<file path="src/rtl/seq_det_sched.sv">
// seq_det_sched: round-robin scheduler sharing one "101" Moore detector core
// among CH = 2**CHW serial bit channels. Per-channel detector state lives in
// a small register file; one channel is granted per cycle.
//
// Optional feature macro: SEQ_SCHED_CNT_EN adds per-channel 8-bit saturating
// match counters and the match_cnt port.
//
// Ports:
//   clk          clock, rising edge
//   rst          asynchronous active-high reset
//   in_valid     [CH]   per-channel bit-available flag
//   in_bit       [CH]   per-channel serial bit
//   in_ready     [CH]   combinational one-hot grant (consume = valid & ready)
//   ch_clr       [CH]   per-channel synchronous clear (state and counter)
//   match_valid         registered one-cycle "101" detect pulse
//   match_ch     [CHW]  registered index of the matching channel
//   match_cnt    [8*CH] per-channel match counters (SEQ_SCHED_CNT_EN only)
module seq_det_sched #(
  parameter int unsigned CHW = 2
) (
  input  logic                  clk,
  input  logic                  rst,
  input  logic [(2**CHW)-1:0]   in_valid,
  input  logic [(2**CHW)-1:0]   in_bit,
  output logic [(2**CHW)-1:0]   in_ready,
  input  logic [(2**CHW)-1:0]   ch_clr,
  output logic                  match_valid,
  output logic [CHW-1:0]        match_ch
`ifdef SEQ_SCHED_CNT_EN
  ,
  output logic [8*(2**CHW)-1:0] match_cnt
`endif
);

  localparam int unsigned CH    = 2**CHW;
  localparam int unsigned CNT_W = 8;

  typedef enum logic [1:0] {
    ST_A = 2'b00,  // idle
    ST_B = 2'b01,  // seen 1
    ST_C = 2'b10,  // seen 10
    ST_D = 2'b11   // seen 101
  } state_e;

  state_e         state_q [CH];
  state_e         state_d [CH];
  logic [CHW-1:0] ptr_q, ptr_d;
  logic           match_valid_q, match_valid_d;
  logic [CHW-1:0] match_ch_q, match_ch_d;

  logic [CH-1:0]  eligible;
  logic           grant_vld;
  logic [CHW-1:0] grant_idx;
  logic [CHW-1:0] scan_idx;
  state_e         grant_next;

  // Shared detector next-state function
  function automatic state_e det_next(input state_e s, input logic x);
    state_e n;
    case (s)
      ST_A:    n = x ? ST_B : ST_A;
      ST_B:    n = x ? ST_B : ST_C;
      ST_C:    n = x ? ST_D : ST_A;
      default: n = x ? ST_B : ST_C;
    endcase
    return n;
  endfunction

  // A channel being cleared is not eligible this cycle
  assign eligible = in_valid & ~ch_clr;

  // Rotating-priority scan starting at ptr; index arithmetic wraps mod CH
  always_comb begin
    grant_vld = 1'b0;
    grant_idx = '0;
    scan_idx  = '0;
    for (int unsigned k = 0; k < CH; k++) begin
      scan_idx = ptr_q + CHW'(k);
      if (!grant_vld && eligible[scan_idx]) begin
        grant_vld = 1'b1;
        grant_idx = scan_idx;
      end
    end
  end

  // One-hot grant
  always_comb begin
    in_ready = '0;
    if (grant_vld) begin
      in_ready[grant_idx] = 1'b1;
    end
  end

  assign grant_next = det_next(state_q[grant_idx], in_bit[grant_idx]);

  // Next-state for register file, pointer and match outputs
  always_comb begin
    for (int unsigned i = 0; i < CH; i++) begin
      state_d[i] = state_q[i];
      if (ch_clr[i]) begin
        state_d[i] = ST_A;
      end
    end
    ptr_d         = ptr_q;
    match_valid_d = 1'b0;
    match_ch_d    = match_ch_q;
    if (grant_vld) begin
      // granted channel is never cleared in the same cycle (masked above)
      state_d[grant_idx] = grant_next;
      ptr_d              = grant_idx + CHW'(1);
      if (grant_next == ST_D) begin
        match_valid_d = 1'b1;
        match_ch_d    = grant_idx;
      end
    end
  end

  // State registers
  always_ff @(posedge clk or posedge rst) begin
    if (rst) begin
      for (int unsigned i = 0; i < CH; i++) begin
        state_q[i] <= ST_A;
      end
      ptr_q         <= '0;
      match_valid_q <= 1'b0;
      match_ch_q    <= '0;
    end else begin
      for (int unsigned i = 0; i < CH; i++) begin
        state_q[i] <= state_d[i];
      end
      ptr_q         <= ptr_d;
      match_valid_q <= match_valid_d;
      match_ch_q    <= match_ch_d;
    end
  end

  assign match_valid = match_valid_q;
  assign match_ch    = match_ch_q;

`ifdef SEQ_SCHED_CNT_EN
  logic [CNT_W-1:0] cnt_q [CH];
  logic [CNT_W-1:0] cnt_d [CH];

  // Saturating counters; clear has priority over increment
  always_comb begin
    for (int unsigned i = 0; i < CH; i++) begin
      cnt_d[i] = cnt_q[i];
      if (match_valid_d && (grant_idx == CHW'(i)) && (cnt_q[i] != {CNT_W{1'b1}})) begin
        cnt_d[i] = cnt_q[i] + CNT_W'(1);
      end
      if (ch_clr[i]) begin
        cnt_d[i] = '0;
      end
    end
  end

  always_ff @(posedge clk or posedge rst) begin
    if (rst) begin
      for (int unsigned i = 0; i < CH; i++) begin
        cnt_q[i] <= '0;
      end
    end else begin
      for (int unsigned i = 0; i < CH; i++) begin
        cnt_q[i] <= cnt_d[i];
      end
    end
  end

  for (genvar gi = 0; gi < CH; gi++) begin : g_cnt_out
    assign match_cnt[CNT_W*gi +: CNT_W] = cnt_q[gi];
  end
`endif

endmodule
</file>
<file path="config.mk">
export PLATFORM = sky130hd
export DESIGN_NAME = seq_det_sched
export DESIGN_NICKNAME = d
export VERILOG_FILES = /design/src/rtl/seq_det_sched.sv
export SDC_FILE = /design/constraint.sdc
export NUM_CORES = 1
export LEC_CHECK = 0
export BUFFER_PORTS_ARGS = -buffer_cell sky130_fd_sc_hd__buf_2
export CORE_MARGIN = 1
export CORE_UTILIZATION = 45
export CTS_CLUSTER_DIAMETER = 30
export CTS_CLUSTER_SIZE = 28
export DETAILED_ROUTE_END_ITERATION = 10
export GPL_ROUTABILITY_DRIVEN = 0
export PLACE_DENSITY = 0.69
export SLEW_MARGIN = 10
export SYNTH_ARGS = -nofsm -noshare
export SYNTH_HDL_FRONTEND = slang
export SYNTH_SLANG_ARGS = --single-unit
</file>
<file path="constraint.sdc">
create_clock -name clk -period 4 [get_ports clk]
set_input_delay 0.8 -clock clk [delete_from_list [all_inputs] [get_ports clk]]
set_output_delay 0.8 -clock clk [all_outputs]
set_load 0.01 [all_outputs]
</file>
; After elaboration in Yosys (flattened, before gate mapping)
; Index checks and enable logic that the tools add are counted.
[word_totals]
regBits = 13
inputBits = 14
[op_classes]
addsub = 4
n_lt_le_gt_ge = 8
n_eq_ne = 2
muxes = 38
bitwise = 3
reduce_logical = 10
[ops]
columns = op, n
row1 = 2-bit 2-to-1 mux, 13
row2 = 2-bit by 3-bit less-than comparator with 1-bit output (second input constant), 5
row3 = 1-bit 2-to-1 mux, 13
row4 = 1-bit binary-select mux with 2-bit select, 5
row5 = 8-bit bitwise mux, 1
row6 = 8-bit 2-to-1 mux, 1
row7 = 1-bit logical AND, 5
row8 = 2-bit by 1-bit adder with 2-bit output (second input constant), 2
row9 = 2-bit adder (second input constant), 2
row10 = 4-bit AND, 1
row11 = 2-bit binary-select mux with 2-bit select, 1
row12 = 2-bit demux with 2-bit select, 1
row13 = 2-bit == test (second input constant), 2
row14 = 4-bit 2-to-1 mux, 1
row15 = 4-bit NOT, 1
row16 = 2-bit case mux with 2 select lines, 1
row17 = 3-bit greater-or-equal comparator (second input constant), 1
row18 = 1-bit zero test, 3
row19 = 3-bit by 1-bit less-than comparator with 1-bit output (second input constant), 1
row20 = 2-bit NOT with 3-bit output, 1
row21 = 1-bit demux with 2-bit select, 1
row22 = 2-bit by 1-bit greater-or-equal comparator with 1-bit output (second input constant), 1
row23 = 2-bit zero test, 1
row24 = 2-bit AND reduction, 1

; Logic depth before layout (Yosys ltp)
; Gate-level depths: netlist of run 1.
[depth]
ltp_word = 23
ltp_mapped = 8

; Worst setup path after synthesis of run 1
; OpenSTA, ideal clock, no wires.
[synth_timing]
path_kind = input port to output port
start = input port ch_clr[1]
end = output port in_ready[1]
arrival_time_ps = 1933
required_ps = 3200
slack_ps = 1267
stages = 6
cell_sequence = and2b_2 > o311ai_4 > inv_2 > ha_1 > nand2_1 > inv_1
[synth_between]
elab_chain_cells = 19
word_cells_on_any_way = 30
classes_between = order compare: 2 / mux: 19 / bitwise: 2 / reduce/logical: 7
[synth_lines]
columns = element, line
row1 = "start, declared", 26  ; input logic [(2**CHW)-1:0] ch_clr,
row2 = 4-bit NOT *, 70  ; assign eligible = in_valid & ~ch_clr;
row3 = 4-bit AND *, 70
row4 = 1-bit binary-select mux with 2-bit select, 79  ; if (!grant_vld && eligible[scan_idx]) begin
row5 = 1-bit 2-to-1 mux (not written as such), 79
row6 = 1-bit 2-to-1 mux, 79
row7 = 1-bit zero test, 79
row8 = 1-bit logical AND, 79
row9 = 1-bit 2-to-1 mux, 79
row10 = [... 4 more ...], -
row11 = 1-bit logical AND, 79
row12 = 2-bit 2-to-1 mux *, 79
row13 = net grant_idx[0], 53  ; logic [CHW-1:0] grant_idx;
row14 = 2-bit by 3-bit less-than comparator with 1-bit output (not written as such) or 2-bit by 1-bit greater-or-equal comparator with 1-bit output (tied branches), 90  ; in_ready[grant_idx] = 1'b1;
row15 = 1-bit logical AND (not written as such), 90
row16 = 1-bit 2-to-1 mux (not written as such), 90
row17 = 1-bit demux with 2-bit select *, 90
row18 = 4-bit 2-to-1 mux *, 89  ; if (grant_vld) begin
row19 = "end, declared", 25  ; output logic [(2**CHW)-1:0] in_ready,
; Mark *: on every way through the listed nets, which the timed path passes. The rest lies on a longest branch. The select of a mux whose other input is x is not followed.

; Worst setup path in the final report of run 1
; Same ends and word-level chain as after synthesis.

==> results of run 1 <==
==> synthesized netlist by cell type (all sizes together) <==
library cell / n
clkbuf: 1
a21boi: 3
dfrtp: 13
inv: 12
nand2b: 3
a21oi: 4
mux2: 4
nand3b: 11
o21ai: 9
mux2i: 6
ha: 4
nor4bb: 1
o311ai: 1
nor2: 4
o22ai: 2
and2b: 2
nand2: 7
a21bo: 1
nor3b: 1
or3: 1
==> worst paths after layout <==
path | end | cells after the start | slack (ns)
worst max-delay path | in_ready[1] | 8 | 0.94
worst min-delay path | match_ch[1] | 1 | 0.52
worst max register to register | match_ch[1] | 6 | 2.00
worst min register to register | match_ch[1] | 1 | 0.52
max in group asynchronous | state_q[3] | 2 | 3.13
min in group asynchronous | ptr_q[1] | 2 | 0.53
==> logic make-up after synthesis <==
group / count (synthesis) / synth area share (%)
AND/OR/NAND/NOR: 30 / 20.7
AO/OA/AOI/OAI: 20 / 19.0
buffers and inverters: 13 / 5.48
flip-flops: 13 / 36.6
multiplexers: 10 / 12.7
adder cells (fa/ha/maj): 4 / 5.63
==> area by class of cell <==
class / count / area share [%]
clock buffer: 4 / 2.52
inverter: 12 / 4.32
multi-input combinational: 64 / 49.4
sequential: 13 / 31.2
tap: 25 / 3.00
timing repair buffer: 20 / 9.59
==> per-layer routing <==
layer,track usage [%],up-vias
met4,5.29,0
met2,28.6,14
li1,-,355
met1,24.6,320
met3,5.10,2
met5,0,-
==> through the flow <==
stage	utilization, %	setup slack [ns]
2_1_floorplan	-	1.27
3_3_place_gp	57.1	0.950
3_5_place_dp	57.1	0.949
4_1_cts	58.5	0.933
5_1_grt	58.5	0.836
6_report	58.5	0.936
==> where the power goes <==
group          total (W)  internal, W  switching (W)
combinational   0.000134    0.0000612      0.0000728
sequential      0.000175     0.000154      0.0000212
clock          0.0000820    0.0000386      0.0000434
==> state kept, by name, summed over array words and instances (netlist names) <==
signal and cells:
match_ch 2, match_valid 1, ptr_q 2, state_q 8
==> flow_metrics.tcl, run 1 <==
set metrics [dict create \
    cp_max_fo 7 \
    yosysSeqAreaShare_pct 36.6 \
    fill_cells 177 \
    crit_path_top_delay_cell "o311ai_4" \
    worst_path_largest_cell_delay_ns 0.48 \
    p_leak_nw 0.552 \
    highest_layer "met4" \
    yosys.area.top_type "dfrtp_1" \
    dr.pass1.iters 3 \
    routed_wl_um 1750 \
    dp.cells 134 \
    critical_path_class "in -> out" \
    finalHoldViolCount 0 \
    hold_start "match_ch[1]" \
    fin_cells 138 \
    mostFrequentLayoutCells "buf_2 (20), dfrtp_1 (13), nand3b_1 (11), inv_1 (11)" \
    hold_path_class "reg -> reg" \
    crit_arrival_ns 2.26 \
    dpl.hpwl_um 1360 \
    io_pins 21 \
    grt_start_max_net_pins 14 \
    slew_viol_final 0 \
    rows 15 \
    coreArea_mm2 0.00178 \
    fin_tns_setup_ns 0 \
    path_clk_slew_ns 0.08 \
    status "finished clean" \
    hold_ws_ns 0.521 \
    path_common_cell "buf_2" \
    critPathTopFamily "compound AO/OA/AOI/OAI gates" \
    yosys_warnings 0 \
    clkSinkCount 13 \
    routedWlPerCell_um 12.7 \
    power.total_w 0.000391 \
    antenna_found_initial 0 \
    worstPathCellList "buf_2, and2b_2, o311ai_4, inv_2, ha_1, nand2_1, inv_1, buf_2" \
    portBuffers 20 \
    die_height_um 46.5 \
    cts_root_buf "clkbuf_4" \
    vias_per_cell 5.01 \
    wl_met2_um 803 \
    cap_violations 0 \
    finClkSkew_ns 0.00529 \
    grt_pass1_wl_um 2790 \
    crit_buf_inv 4 \
    synthToLayoutAreaGrowth_pct 17.3 \
    postPlaceCellArea_mm2 0.00102 \
    postCtsSetupRepairBufs 0 \
    synth.area.top_cells "dfrtp_1 (37%), nand3b_1 (9.3%), mux2i_1 (6.8%)" \
    wl_met1_um 855 \
    seq_area_um2 325 \
    yosysTopAreaCellShare_pct 36.6 \
    diodes 0 \
    multi_input_area_um2 515 \
    drive_gt1_share_pct 31.9 \
    syn_nets 108 \
    fin_nets 132 \
    cts_tree "built" \
    synth.distinct_cells 27 \
    ant_nets 0 \
    via_count 691 \
    htree_levels 1 \
    drc 0 \
    grt_pass1_vias 630 \
    dr_wl_met3_um 81 \
    dieArea_mm2 0.00216 \
    ctsResizeCount 0 \
    max_slew_margin_pct 66.9 \
    fin_area_mm2 0.00104 \
    setup_viol 0 \
    mostFrequentLayoutCell "buf_2" \
    cp.required_ns 3.20 \
    startpoint "ch_clr[1]" \
    finalCritPeriodShare_pct 76.6 \
    syn_area_um2 890 \
    worst_pin_slew_ns 0.497 \
    end_kind "primary output" \
    power.density_mw_per_mm2 375 \
    start_kind "input pin" \
    drt_iter0_drc 10 \
    overflow 0 \
    rsz0062_at_grt "false" \
    numCtsBuffers 3 \
    r2r-start "ptr_q[1]" \
    start_util_pct 49.9 \
    cts_buffer_depth 2 \
    layout_min_cycle_time_ns 3.06 \
    grt_use_total_pct 18.4 \
    syn_inst 90 \
    max_freq_ghz 0.326 \
    avgSynthCellArea_um2 9.88 \
    holdBufCountCts 0 \
    synth-seq-cells 13 \
    dieWidth_um 46.5 \
    ir_drop_mv 0.166 \
    clock_latency_ns 0.27 \
]
No activity file was read; power rests on OpenSTA's default activity.
==> run 2: changes to the inputs <==
Settings changed: PLACE_DENSITY 0.69 to 0.71.
Clock period 4 ns to 2.75 ns, I/O delays scaled along.
==> flow_metrics.tcl, run 2 (synthesis gave the netlist of run 1 again) <==
set metrics [dict create \
    rows 15 \
    finClkSkew_ns 0.00505 \
    ant_nets 0 \
    drc 0 \
    finalCritPeriodShare_pct 92.3 \
    crit_path_top_delay_cell "o311ai_4" \
    io_pins 21 \
    sw_frac_of_total_pct 36.0 \
    die_height_um 46.5 \
    fin_tns_setup_ns 0 \
    dr.pass1.iters 4 \
    layout_min_cycle_time_ns 2.54 \
    cp.required_ns 2.20 \
    cp_max_fo 7 \
    multi_input_area_um2 515 \
    ir_drop_mv 0.328 \
    power.density_mw_per_mm2 549 \
    dpl.hpwl_um 1340 \
    mostFrequentLayoutCells "buf_2 (20), dfrtp_1 (13), nand3b_1 (11), inv_1 (11)" \
    start_util_pct 49.9 \
    power.total_w 0.000578 \
    cts_buffer_depth 2 \
    fin_nets 133 \
    worstPathCellList "buf_2, and2b_2, o311ai_4, inv_2, ha_1, nand2_1, inv_1, buf_2" \
    clkSinkCount 13 \
    rsz0062_at_grt "false" \
    routedWlPerCell_um 12.8 \
    dieWidth_um 46.5 \
    switching_power_w 0.000208 \
    max_freq_ghz 0.394 \
    status "finished clean" \
    holdBufCountCts 0 \
    slew_viol_final 0 \
    via_count 707 \
    antenna_found_initial 0 \
    overflow 0 \
    clock_latency_ns 0.28 \
    diodes 0 \
    max_slew_margin_pct 66.3 \
    routed_wl_um 1780 \
    power_frac_seq_pct 44.4 \
    coreArea_mm2 0.00178 \
    cap_violations 0 \
    fill_cells 161 \
    worst_pin_slew_ns 0.505 \
    grt_pass1_wl_um 2760 \
    numCtsBuffers 3 \
    power_frac_comb_pct 34.3 \
    worst_path_largest_cell_delay_ns 0.47 \
    htree_levels 1 \
    cts_tree "built" \
    crit_buf_inv 4 \
    seq_area_um2 325 \
    crit_arrival_ns 1.99 \
    ctsResizeCount 0 \
    critical_path_class "in -> out" \
    grt_pass1_vias 636 \
    drive_gt1_share_pct 33.3 \
    synthToLayoutAreaGrowth_pct 18.3 \
    internal_power_w 0.000370 \
    path_common_cell "buf_2" \
    drt_iter0_drc 21 \
    portBuffers 20 \
    grt_start_max_net_pins 14 \
    start_kind "input pin" \
    p_leak_nw 0.559 \
    hold_path_class "in -> async" \
    path_clk_slew_ns 0.09 \
    dieArea_mm2 0.00216 \
    largest_register_ffs 8 \
    mostFrequentLayoutCell "buf_2" \
    grt_use_total_pct 18.9 \
    critPathTopFamily "compound AO/OA/AOI/OAI gates" \
    hold_ws_ns 0.276 \
    finalHoldViolCount 0 \
    vias_per_cell 5.09 \
    p_clk_share_pct 21.3 \
    postCtsSetupRepairBufs 0 \
    top_register "state_q" \
    cts_root_buf "clkbuf_4" \
    setup_viol 0 \
    end_kind "primary output" \
]
[run 2: cell types whose count changed in the layout (fill, tap and decap cells not counted), sizes merged]
cell / change
clkinv: +1
buf: +1
clkbuf: -1
[run 2: power by group through the flow]
stage | sequential, W | combinational [W] | clock [W]
CTS | 0.000255 | 0.000199 | 0.000127
global route | 0.000261 | 0.000219 | 0.000137
global placement | 0.000258 | 0.000197 | 0
detailed placement | 0.000259 | 0.000198 | 0
finish | 0.000257 | 0.000198 | 0.000123
floorplan | 0.000257 | 0.000137 | 0
[run 2: per-stage QoR]
| step | instance area, um^2 | util (%) | cells | setup WS, ns |
|---|---|---|---|---|
| global placement | 1020 | 57.5 | 135 | 0.235 |
| CTS | 1050 | 59.0 | 139 | 0.204 |
| finish | 1050 | 59.0 | 139 | 0.213 |
| floorplan | 890 | - | 90 | 0.517 |
| detailed placement | 1020 | 57.5 | 135 | 0.209 |
| global route | 1050 | 59.0 | 139 | 0.114 |
[run 2: worst register-to-register path, delay by kind of cell (launching register included)]
kind            cells  cell delay [ns]
mux                 2             0.63
flops               1             0.49
buf+inv             1             0.20
compound gates      3             0.52
simple gates        1             0.17
[run 2: layer usage]
layer | up-vias | wire (um) | share of wire (%) | GRT usage, %
met5 | - | 0 | 0 | 0
met4 | 0 | 18 | 1.0 | 8.82
met3 | 4 | 71 | 4.0 | 2.35
met2 | 17 | 826 | 46 | 30.0
met1 | 323 | 862 | 48 | 25.3
li1 | 363 | - | - | -
[run 2: cell type report]
class                           instances  share of cell area [%]
Multi-Input combinational cell         64                    49.0
Sequential cell                        13                    30.9
Timing Repair Buffer                   21                    10.2
Inverter                               12                    4.28
Tap cell                               25                    2.97
Clock buffer                            3                    2.14
Clock inverter                          1                   0.476
[run 2: worst paths after layout]
check | slack (ns) | from | to | cells past startpoint
max | 0.21 | ch_clr[1] | in_ready[3] | 8
min | 0.28 | rst | state_q[6] | 2
max reg2reg | 0.65 | ptr_q[1] | match_ch[1] | 7
min reg2reg | 0.52 | state_q[7] | state_q[7] | 2
max in group asynchronous | 2.13 | rst | ptr_q[0] | 2
min in group clk | 0.52 | state_q[7] | state_q[7] | 2
==> run 3: changes to the inputs <==
Settings changed: CTS_BUF_LIST set to sky130_fd_sc_hd__clkbuf_8 sky130_fd_sc_hd__clkbuf_16.
==> flow_metrics.tcl, run 3 (synthesis gave the netlist of run 1 again) <==
set metrics [dict create \
    via_count 703 \
    vias_per_cell 5.06 \
    clkSinkCount 13 \
    finalCritPeriodShare_pct 92.4 \
    fin_nets 133 \
    layout_min_cycle_time_ns 2.54 \
    grt_use_total_pct 18.7 \
    ir_drop_mv 0.348 \
    cts_root_buf "clkbuf_8" \
    hold_ws_ns 0.321 \
    largest_register_ffs 8 \
    fill_cells 160 \
    drive_gt1_share_pct 33.3 \
    cap_violations 0 \
    drt_iter0_drc 13 \
    routed_wl_um 1760 \
    synthToLayoutAreaGrowth_pct 20.4 \
    power_frac_seq_pct 40.7 \
    coreArea_mm2 0.00178 \
    routedWlPerCell_um 12.6 \
    power.density_mw_per_mm2 588 \
    mostFrequentLayoutCell "buf_2" \
    drc 0 \
    dieArea_mm2 0.00216 \
    grt_pass1_wl_um 2750 \
    start_util_pct 49.9 \
    switching_power_w 0.000213 \
    grt_pass1_vias 649 \
    critical_path_class "in -> out" \
    power_frac_comb_pct 31.4 \
    hold_path_class "in -> async" \
    cts_buffer_depth 2 \
    dr.pass1.iters 4 \
    cp.required_ns 2.20 \
    diodes 0 \
    numCtsBuffers 3 \
    max_slew_margin_pct 65.6 \
    crit_arrival_ns 1.99 \
    io_pins 21 \
    sw_frac_of_total_pct 33.9 \
    postCtsSetupRepairBufs 0 \
    mostFrequentLayoutCells "buf_2 (20), dfrtp_1 (13), nand3b_1 (11), inv_1 (11)" \
    antenna_found_initial 0 \
    portBuffers 20 \
    dpl.hpwl_um 1340 \
    worst_pin_slew_ns 0.516 \
    slew_viol_final 0 \
    htree_levels 1 \
    ant_nets 0 \
    finalHoldViolCount 0 \
    fin_tns_setup_ns 0 \
    status "finished clean" \
    setup_viol 0 \
    end_kind "primary output" \
    p_leak_nw 0.567 \
    finClkSkew_ns 0.00506 \
    p_clk_share_pct 27.9 \
    rows 15 \
    rsz0062_at_grt "false" \
    overflow 0 \
    cp_max_fo 7 \
    holdBufCountCts 0 \
    top_register "state_q" \
    path_clk_slew_ns 0.06 \
    ctsResizeCount 0 \
    clock_latency_ns 0.25 \
    max_freq_ghz 0.393 \
    final_util_pct 60.1 \
    cts_tree "built" \
    grt_start_max_net_pins 14 \
    start_kind "input pin" \
    internal_power_w 0.000417 \
    die_height_um 46.5 \
    dieWidth_um 46.5 \
]
==> run 3: cell counts in the layout (fill, tap and decap cells not counted) <==
No cell type changed its count.
==> run 3: final timing paths <==
| path | start | end | slack [ns] | cells after the start |
|---|---|---|---|---|
| max | ch_clr[1] | in_ready[3] | 0.21 | 8 |
| min | rst | state_q[6] | 0.32 | 2 |
| max reg2reg | ptr_q[1] | match_ch[1] | 0.66 | 7 |
| min reg2reg | state_q[7] | state_q[7] | 0.52 | 2 |
| max in group asynchronous | rst | ptr_q[0] | 2.08 | 2 |
| min in group clk | state_q[7] | state_q[7] | 0.52 | 2 |
==> run 3: power by group through the flow <==
stage | Clock [W] | Combinational, W | Sequential, W
global route | 0.000187 | 0.000219 | 0.000261
detailed placement | 0 | 0.000198 | 0.000259
floorplan | 0 | 0.000137 | 0.000257
CTS | 0.000179 | 0.000199 | 0.000256
finish | 0.000176 | 0.000198 | 0.000256
global placement | 0 | 0.000197 | 0.000258
==> run 3: layer usage <==
metal | global-route usage [%] | part of all wire [%] | vias up
met5 | 0 | 0 | -
met4 | 7.06 | 1.1 | 0
met3 | 3.53 | 4.2 | 2
met2 | 30.3 | 47 | 16
met1 | 24.6 | 48 | 323
li1 | - | - | 362
==> run 3: area by class of cell <==
type                       instances  area (um^2)  area share, %
clock buffer                       3         41.3           3.86
clock inverter                     1         5.00          0.467
inverter                          12         45.0           4.21
multi-input combinational         64          515           48.1
sequential                        13          325           30.4
tap                               25         31.3           2.92
timing repair buffer              21          108           10.0
==> run 3: critical path, stage by stage <==
cell and delay (ns):
buf_2 0.09, and2b_2 0.25, o311ai_4 0.47, inv_2 0.11
ha_1 0.21, nand2_1 0.13, inv_1 0.05, buf_2 0.13
==> run 3: per-stage QoR <==
step	setup WS [ns]	instances	cell area, um^2	power (W)
after floorplan	0.517	90	890	0.000394
after global placement	0.235	135	1020	0.000454
after detailed placement	0.209	135	1020	0.000457
after CTS	0.204	139	1070	0.000634
after global routing	0.128	139	1070	0.000667
final	0.208	139	1070	0.000630
